File: src/rtl/msdff_univ_reg.sv
// WIDTH-bit universal register: hold, load, shift, rotate and up/down count,
// with complementary output, registered serial out and terminal-count pulse.
module msdff_univ_reg #(
    parameter int          WIDTH     = 8,
    parameter logic [31:0] RESET_VAL = 32'd0
) (
    input  logic             C,
    input  logic             R,
    input  logic             EN,
    input  logic [2:0]       MODE,
    input  logic [WIDTH-1:0] D,
    input  logic             SIL,
    input  logic             SIR,
    output logic [WIDTH-1:0] Q,
    output logic [WIDTH-1:0] Qbar,
    output logic             SO,
    output logic             TC
);

    localparam logic [2:0] MODE_HOLD = 3'b000;
    localparam logic [2:0] MODE_LOAD = 3'b001;
    localparam logic [2:0] MODE_SHL  = 3'b010;
    localparam logic [2:0] MODE_SHR  = 3'b011;
    localparam logic [2:0] MODE_ROL  = 3'b100;
    localparam logic [2:0] MODE_ROR  = 3'b101;
    localparam logic [2:0] MODE_UP   = 3'b110;
    localparam logic [2:0] MODE_DN   = 3'b111;

    localparam logic [WIDTH-1:0] RST_Q    = RESET_VAL[WIDTH-1:0];
    localparam logic [WIDTH-1:0] ONE      = {{(WIDTH-1){1'b0}}, 1'b1};
    localparam logic [WIDTH-1:0] ALL_ONES = {WIDTH{1'b1}};
    localparam logic [WIDTH-1:0] ZERO     = {WIDTH{1'b0}};

    // Qbar is derived from Q so the two can never disagree.
    assign Qbar = ~Q;

    always_ff @(posedge C) begin
        if (R) begin
            Q  <= RST_Q;
            SO <= 1'b0;
            TC <= 1'b0;
        end else begin
            TC <= 1'b0;
            if (EN) begin
                case (MODE)
                    MODE_HOLD: Q <= Q;
                    MODE_LOAD: Q <= D;
                    MODE_SHL: begin
                        Q  <= {Q[WIDTH-2:0], SIL};
                        SO <= Q[WIDTH-1];
                    end
                    MODE_SHR: begin
                        Q  <= {SIR, Q[WIDTH-1:1]};
                        SO <= Q[0];
                    end
                    MODE_ROL: begin
                        Q  <= {Q[WIDTH-2:0], Q[WIDTH-1]};
                        SO <= Q[WIDTH-1];
                    end
                    MODE_ROR: begin
                        Q  <= {Q[0], Q[WIDTH-1:1]};
                        SO <= Q[0];
                    end
                    MODE_UP: begin
                        Q  <= Q + ONE;
                        TC <= (Q == ALL_ONES);
                    end
                    MODE_DN: begin
                        Q  <= Q - ONE;
                        TC <= (Q == ZERO);
                    end
                    default: Q <= Q;
                endcase
            end
        end
    end

endmodule

File: config.mk
export PLATFORM = sky130hd
export DESIGN_NAME = msdff_univ_reg
export DESIGN_NICKNAME = d
export VERILOG_FILES = /design/src/rtl/msdff_univ_reg.sv
export SDC_FILE = /design/constraint.sdc
export NUM_CORES = 1
export LEC_CHECK = 0
export CAP_MARGIN = 10
export CELL_PAD_IN_SITES_DETAIL_PLACEMENT = 1
export CELL_PAD_IN_SITES_GLOBAL_PLACEMENT = 1
export CORE_ASPECT_RATIO = 0.9
export CORE_UTILIZATION = 32
export DETAILED_ROUTE_END_ITERATION = 7
export GPL_ROUTABILITY_DRIVEN = 0
export PLACE_DENSITY = 0.9
export SYNTH_ARGS = -nofsm -noshare
export SYNTH_HDL_FRONTEND = slang
export SYNTH_SLANG_ARGS = --single-unit
export TNS_END_PERCENT = 1
File: constraint.sdc
create_clock -name C -period 2.4 [get_ports C]
set_input_delay 0.72 -clock C [delete_from_list [all_inputs] [get_ports C]]
set_output_delay 0.72 -clock C [all_outputs]
set_load 0.02 [all_outputs]
# ---- Yosys cells after proc, flatten, opt, wreduce, memory -nomap -nowiden
# Index checks and enable logic that the tools add are counted.
dict set report totals {
  ff_bits 10
  out_inout_bits 18
}
dict set report classes {
  add_sub_neg 2
  n_eq_ne 8
  n_mux 3
  n_bitwise 3
  reduce_logical 8
}
# op n
set op_table {}
lappend op_table {{8-bit case mux with 7 select lines} 1}
lappend op_table {{3-bit == test (second input constant)} 4}
lappend op_table {{8-bit by 1-bit adder with 8-bit output (second input constant)} 1}
lappend op_table {{8-bit == test (second input constant)} 1}
lappend op_table {{8-bit zero test} 1}
lappend op_table {{8-bit NOT} 1}
lappend op_table {{8-bit by 1-bit subtractor with 8-bit output (second input constant)} 1}
lappend op_table {{3-bit by 2-bit == test with 1-bit output (second input constant)} 2}
lappend op_table {{2-bit OR reduction} 3}
lappend op_table {{1-bit case mux with 2 select lines} 2}
lappend op_table {{2-bit AND reduction} 2}
lappend op_table {{3-bit by 1-bit == test with 1-bit output (second input constant)} 1}
lappend op_table {{3-bit zero test} 1}
lappend op_table {{1-bit NOT} 2}
lappend op_table {{2-bit nonzero test} 1}

# ---- Logic depth before layout (Yosys ltp)
# Gate-level depths: netlist of the first run.
dict set report depth {
  ltp_word 4
  ltp_mapped 9
  depth_no_buf 8
}

# ---- Worst setup path after synthesis of the first run
# Ideal clock, no wire load.
dict set report synth_path {
  path_kind {in2reg}
  from {input MODE[0]}
  to {register Q[4]}
  setup_time_ns 0.086
  arrival_ns 2.007
  required_ns 2.314
  slack_ns 0.308
  cell_stages 8
  cell_sequence {buf_2 -> nand3_4 -> xnor2_1 -> ha_1 -> nand4_1 -> o21ai_0 -> a31o_2 -> a211oi_1}
}
dict set report synth_between {
  elab_chain_len 3
  word_cells_on_any_way 11
  classes_between {eq/ne: 7; mux: 1; bitwise: 1; reduce/logical: 2}
}
# item line_no
set synth_lines {}
lappend synth_lines {{start: declaration} 10} ;# input logic [2:0] MODE,
lappend synth_lines {{parallel branches: the longest is 3 deep, another holds 8-bit case mux with 7 select lines} -}
lappend synth_lines {{end signal: assignment} 49} ;# Q <= {Q[WIDTH-2:0], SIL};
lappend synth_lines {{end signal: assignment} 53} ;# Q <= {SIR, Q[WIDTH-1:1]};
lappend synth_lines {{end signal: assignment} 57} ;# Q <= {Q[WIDTH-2:0], Q[WIDTH-1]};
lappend synth_lines {{end: declaration} 14} ;# output logic [WIDTH-1:0] Q,
# Parallel ways; which one is timed is not known.
# A chain may end at the register's enable or synchronous reset.

# ---- Final worst setup path of the first run
dict set report layout_path {
  from {input MODE[2]}
  to {register Q[6]}
}
# The elaborated chain is that of the path after synthesis.

==> results of run 1 <==
path summary, 6_finish.rpt:
check,slack (ps),end
setup / recovery,20,Q[6]
hold / removal,530,SO
setup reg to reg,590,Q[7]
hold reg to reg,530,SO
placed cells by master, fill, tap and decap left out, types with 2 or more instances in the layout:
cell type	instances
o31ai_1	2
a21oi_2	2
dfxtp_1	10
o211ai_1	4
nor3_1	5
dlymetal6s2s_1	2
a211oi_1	5
a211o_1	2
clkbuf_4	3
o21ai_0	6
xnor2_1	2
a32oi_1	2
nor2_1	11
nor4_1	2
mux2i_1	3
a311oi_1	2
nand2_1	15
buf_4	22
inv_1	9
nand2b_1	3
a21oi_1	7
clkdlybuf4s50_1	31
Yosys cell counts, types with 3 or more instances:
| cell type | count | area, um^2 |
|---|---|---|
| inv_1 | 9 | 33.8 |
| nor2_1 | 12 | 45.0 |
| buf_2 | 7 | 35.0 |
| dfxtp_1 | 10 | 200 |
| nand2_1 | 15 | 56.3 |
| nand2b_1 | 3 | 18.8 |
| a21oi_1 | 9 | 45.0 |
| mux2i_1 | 3 | 30.0 |
| nor3_1 | 5 | 25.0 |
| a211oi_1 | 5 | 37.5 |
| o211ai_1 | 4 | 30.0 |
| clkbuf_1 | 3 | 11.3 |
| o21ai_0 | 7 | 35.0 |
power by group through the flow:
stage	Clock (mW)	Combinational, mW	Sequential (mW)
after floorplan	0	0.158	0.210
after global placement	0	0.293	0.204
after detailed placement	0	0.309	0.205
after CTS	0.124	0.317	0.202
after global routing	0.133	0.343	0.205
final	0.121	0.322	0.203
layout make-up:
type                    count  area (um^2)
fillers                   385         1330
clock buffers               3         22.5
well taps                  40         50.0
inverters                   9         33.8
multi-input cells         106          734
flip-flops and latches     10          200
repair buffers             56          515
cell families (layout without fill, tap and decap cells):
logic type,count (synthesis),count (layout),synth area share [%]
AOI/OAI and AO/OA,49,49,36.7
xor gates and xnor gates,3,3,2.60
adders and majority gates,1,1,1.24
buffers and inverters,21,68,9.76
DFF,10,10,19.8
muxes,4,4,4.08
and+or+nand+nor,49,49,25.8
repair_timing:
item	in CTS	in global routing
gates resized for setup	7	4
endpoints found under the setup margin	3	5
hold buffers	0	0
worst reg2reg max path: stages, from the launching register on:
cell	delay, ps
dfxtp_1	430
or4_4	610
nor4_2	150
nor4_1	100
o31ai_2	250
o211ai_2	140
sequential cells by signal (all words and copies together) (netlist names):
name and flops:
TC 1, Q 8, SO 1
layer usage:
metal | share of wire, % | global-route usage [%]
met5 | 0 | 0
met4 | 4.5 | 16.2
met3 | 6.5 | 7.73
met2 | 50 | 48.9
met1 | 39 | 33.2
==> out/metrics.csv, run 1 <==
stage;metric;value;unit
power_and_ir_drop;P_leak;0.580;nW
drt;Routed WL per cell;20.3;um
clocking;maximum root-to-sink buffer count;2;
finish;Layout Nets;203;
setup_path;CP arrival;2600;ps
power_and_ir_drop;VDD IR-drop max;0.321;mV
synth;post-synthesis sequential area ratio;19.8;%
clocking;Worst-path clk slew;70;ps
placed_design;placed instance count;221;
clocking;setup bufs post-CTS;0;
finish;Finished Cell Area;1560;um^2
synth;Async S/R FF share, synth;0;%
synth;Post-synth EDFFs;0;
setup_path;crit-path max FO;5;
drt;first drt pass iteration count;4;
hold_path;worst hold start;SO;
global_route;total track usage;29.5;%
synth;library cells used by synthesis;51;
power_and_ir_drop;Seq pwr share;31.4;%
placed_design;placed cell area;1500;um^2
finish;Area Growth Syn to Fin;53.8;%
clocking;CTS Buf Count;3;
drt;antenna viol nets, final;0;
die;DIE WIDTH;61.3;um
setup_path;worst-path cell chain;clkdlybuf4s50_1 > nand3_4 > xnor2_1 > ha_2 > nand4_1 > a2bb2oi_1 > nor4_1 > a211o_1;
sta;Setup TNS;0;ps
finish;n_diodes;0;
setup_path;Worst Path Class, Setup;in2reg;
die;DIE HEIGHT;55.4;um
synth;Yosys reg bits;10;
die;# rows;18;
die;initial core utilization;35.1;%
clocking;CTS H-Tree Depth;1;
die;Die ar.;3390;um^2
synth;Post-Syn Area;1010;um^2
power_and_ir_drop;Net Sw Frac;40.0;%
drt;Iter 0 DRT Violations;68;
sta;Max Freq;420;MHz
synth;Avg Cell Area, Syn;7.39;um^2
global_route;initial antenna violation count;0;
setup_path;startpoint types;input pin;
sta;Max Slew Vio Count;0;
hold_path;Worst Hold Depth;2;
sta;Tightest Pin Transition;436;ps
power_and_ir_drop;Sw Pwr;0.258;mW
sta;PnR worst setup slack;20.7;ps
clocking;Root Driver;clkbuf_4;
placed_design;Post-DP HPWL;3370;um
sta;clk_skew;3.82;ps
setup_path;Setup crit start;MODE[2];
synth;synth warn;0;
global_route;first-pass GRT wire length;7360;um
power_and_ir_drop;internal power;0.388;mW
sta;min cycle time layout;2380;ps
setup_path;Levels on crit path;8;
outcome;status;finished clean;
sta;final hold slack;528;ps
power_and_ir_drop;pwr dens;415;nW/um^2
clocking;# clock sinks;10;
sta;RSZ-0062 raised after global routing;true;
power_and_ir_drop;combinational share of power;49.8;%
sta;Tcrit/Tclk final;99.1;%
power_and_ir_drop;clock share of power;18.7;%
drt;routed vias;1333;
setup_path;Req. time, crit path;2620;ps
global_route;largest net degree at the start of global routing;25;
drt;WL final;4550;um
die;I/O pin cnt;34;
setup_path;RR Startpoint;Q[4];
power_and_ir_drop;Final Power;0.646;mW
setup_path;CP max stage delay;560;ps
sta;Final setup viols;0;
setup_path;R2R cell count;5;
drt;Vias/cell;5.95;
synth;Post-synth top flop;dfxtp_1;
setup_path;Bufs and invs on worst path;1;
synth;Synth Instances;137;
die;Placeable Area;2880;um^2
global_route;vias in the first global route;1468;
flow_run;maxcap violations;0;
placed_design;port bufs;33;
placed_design;post-place setup slack;-293;ps
global_route;GRT overflow;0;
hold_path;worst hold path type;reg2reg;
clocking;CTS tree;done;
finish;layout cells sized above 1;22.3;%
drt;DRC viols;0;
setup_path;worst-path cell with the longest stage delay;clkdlybuf4s50_1;
synth;Net Count, Synth;154;
clocking;Worst-Skew Late Latency;270;ps
setup_path;delay-heaviest family, CP;buffers and inverters;
sta;Rel. slew slack;70.7;%
finish;Final Core Density;54.0;%
finish;Finished Layout Cells;224;
sta;Final Hold Violating Endpoints;0;
setup_path;critical path capture point type;flip-flop;
(Power assumes the default switching activity.)
==> run 2: changes to the inputs <==
--- a/config.mk
+++ b/config.mk
@@ -9,6 +9,7 @@
 export CELL_PAD_IN_SITES_DETAIL_PLACEMENT = 1
 export CELL_PAD_IN_SITES_GLOBAL_PLACEMENT = 1
 export CORE_ASPECT_RATIO = 0.9
+export CORE_MARGIN = 10
 export CORE_UTILIZATION = 32
 export DETAILED_ROUTE_END_ITERATION = 7
 export GPL_ROUTABILITY_DRIVEN = 0
==> run 2 against run 1 <==
Effect of this change: first-iteration DRC count is 85% higher; final cell count grew 1.3%; clock-buffer cell count is the same; wire length barely moved; via count fell by 0.90%; clock power up 7%; clock skew is 1.2 ps lower; cell area down 1.0%; critical endpoint unchanged; sequential cell count is the same.
==> out/metrics.csv, run 2 (same netlist as run 1, synthesis figures left out) <==
stage;metric;value;unit;change
outcome;status;finished clean;;
finish;Final Core Density;50.6;%;-3.4 points
power_and_ir_drop;VDD IR-drop max;0.184;mV;-43%
finish;most common cell after layout, fill and taps aside;clkdlybuf4s50_1;;
finish;biggest regs;Q (8), SO (1), TC (1);;
sta;Tcrit/Tclk final;98.1;%;-1.1 points
clocking;Root Driver;clkbuf_4;;
hold_path;worst hold start;SO;;
setup_path;Req. time, crit path;2630;ps;about the same
setup_path;worst-path cell with the longest stage delay;clkdlybuf4s50_1;;
setup_path;Worst Path Class, Setup;in2reg;;
sta;min cycle time layout;2350;ps;-26.0 ps
drt;DRC viols;0;;unchanged
die;# rows;19;;+1
clocking;CTS tree;done;;
drt;Routed WL per cell;20.0;um;-1.3%
setup_path;startpoint types;input pin;;
power_and_ir_drop;clock share of power;20.0;%;+1.3 points
placed_design;post-place setup slack;-209;ps;+84.1 ps
setup_path;worst-path cell chain;clkdlybuf4s50_1 > buf_4 > or2_2 > o21ai_1 > buf_4 > a221oi_1 > a211oi_1 > a211o_1;;
sta;PnR worst setup slack;46.7;ps;+26.0 ps
sta;clk_skew;2.63;ps;-1.18 ps
setup_path;RR Startpoint;Q[4];;
setup_path;Worst R2R End;Q[7];;
power_and_ir_drop;P_leak;0.561;nW;-3.3%
die;Die ar.;5820;um^2;+71%
power_and_ir_drop;internal power;0.386;mW;-0.39%
die;Placeable Area;3040;um^2;+5.6%
power_and_ir_drop;Final Power;0.646;mW;about the same
hold_path;Hold Path Sink;SO;;
finish;Area Growth Syn to Fin;52.2;%;
hold_path;Worst Hold Depth;2;;unchanged
sta;Rel. slew slack;73.3;%;+2.7 points
setup_path;crit-path most repeated cell;buf_4;;
clocking;CTS H-Tree Depth;1;;unchanged
global_route;largest net degree at the start of global routing;17;;-32%
finish;most frequent cells in the layout;clkdlybuf4s50_1, buf_4, nand2_1;;
setup_path;CP max stage delay;460;ps;-100 ps
power_and_ir_drop;pwr dens;420;nW/um^2;+1.1%
setup_path;R2R cell count;5;;unchanged
clocking;setup bufs post-CTS;0;;unchanged
setup_path;crit-path max FO;8;;+3
drt;first drt pass iteration count;5;;+1
setup_path;critical path capture point type;flip-flop;;
global_route;initial antenna violation count;0;;unchanged
drt;WL final;4550;um;about the same
sta;Tightest Pin Transition;400;ps;-36.3 ps
clocking;maximum root-to-sink buffer count;2;;unchanged
global_route;GRT overflow;0;;unchanged
setup_path;CP arrival;2580;ps;-20 ps
sta;Final setup viols;0;;unchanged
finish;Layout Nets;204;;+0.49%
setup_path;internal reg-to-reg setup slack;600;ps;about the same
placed_design;Post-DP HPWL;3520;um;+4.4%
die;DIE HEIGHT;73.4;um;+33%
finish;n_diodes;0;;unchanged
global_route;total track usage;15.8;%;-14 points
sta;RSZ-0062 raised after global routing;false;;
drt;antenna viol nets, final;0;;unchanged
sta;Max Freq;425;MHz;+1.1%
sta;Max Slew Vio Count;0;;unchanged
power_and_ir_drop;Seq pwr share;30.9;%;-0.5 points
die;I/O pin cnt;34;;unchanged
finish;most flop-heavy register;Q;;
power_and_ir_drop;combinational share of power;49.0;%;-0.8 points
clocking;CTS Buf Count;3;;unchanged
drt;Iter 0 DRT Violations;126;;+85%
die;DIE WIDTH;79.3;um;+29%
clocking;Worst-Skew Late Latency;280;ps;about the same
finish;number of flip-flops in the largest register;8;;unchanged
placed_design;port bufs;33;;unchanged
global_route;first-pass GRT wire length;7400;um;+0.46%
drt;Vias/cell;5.82;;-2.2%
power_and_ir_drop;Sw Pwr;0.260;mW;+0.58%
drt;routed vias;1321;;-0.90%
die;initial core utilization;33.3;%;-1.8 points
finish;layout cells sized above 1;20.5;%;-1.7 points
sta;final hold slack;565;ps;+37.2 ps
global_route;vias in the first global route;1429;;-2.7%
sta;Final Hold Violating Endpoints;0;;unchanged
power_and_ir_drop;Net Sw Frac;40.2;%;+0.23 points
flow_run;maxcap violations;0;;unchanged
hold_path;worst hold path type;reg2reg;;
clocking;Worst-path clk slew;80;ps;about the same
clocking;# clock sinks;10;;unchanged
-- run 2: worst max-delay path, delay by kind of cell --
kind / cells / cell delay (ps)
compound gates: 4 / 720
buf+inv: 3 / 830
simple gates: 1 / 290
-- run 2: timing repair --
item                                    in CTS  in global routing
resized for setup                            0                  2
hold buffers                                 0                  0
endpoints found under the setup margin       0                  2
-- run 2: power groups by stage --
| stage | clock network [mW] | registers, mW | logic, mW |
|---|---|---|---|
| floorplan | 0 | 0.210 | 0.158 |
| global placement | 0 | 0.202 | 0.298 |
| detailed placement | 0 | 0.203 | 0.310 |
| CTS | 0.129 | 0.199 | 0.314 |
| global route | 0.142 | 0.202 | 0.339 |
| finish | 0.130 | 0.200 | 0.317 |
-- run 2: through the flow --
step	instance area, um^2	setup TNS, ps	cells
after floorplan	1010	0	137
after global placement	1510	-480	224
after detailed placement	1510	-1280	224
after CTS	1530	0	227
after global routing	1540	0	227
final	1540	0	227
-- run 2: per-layer routing --
layer  GRT usage [%]  vias to the layer above  wire (um)
met4            7.36                        0        117
met2            27.5                       58       2340
met1            17.0                      637       1780
met3            5.37                       16        317
li1                -                      610          -
met5               0                        -          0
-- run 2: how the worst max path moves through the flow --
stage / startpoint / end / slack, ps / cells past startpoint
2_1_floorplan: MODE[0] / Q[4] / 310 / 8
3_3_place_gp: MODE[1] / Q[6] / -110 / 8
3_5_place_dp: MODE[0] / Q[6] / -210 / 8
4_1_cts: MODE[0] / Q[4] / 60 / 8
5_1_grt: MODE[1] / Q[6] / 2 / 8
6_report: MODE[1] / Q[6] / 50 / 8
-- run 2: layout make-up --
type,count,area (um^2)
clock buffer,3,22.5
timing repair buffer,57,510
fill,405,1500
sequential,10,200
multi-input combinational,106,721
inverter,9,33.8
tap,42,52.6
==> run 3: changes to the inputs <==
--- a/config.mk
+++ b/config.mk
@@ -9,7 +9,6 @@
 export CELL_PAD_IN_SITES_DETAIL_PLACEMENT = 1
 export CELL_PAD_IN_SITES_GLOBAL_PLACEMENT = 1
 export CORE_ASPECT_RATIO = 0.9
-export CORE_MARGIN = 10
 export CORE_UTILIZATION = 32
 export DETAILED_ROUTE_END_ITERATION = 7
 export GPL_ROUTABILITY_DRIVEN = 0
==> results of run 3 <==
Same layout as run 1: the final DEF is identical, and so are final timing and power.
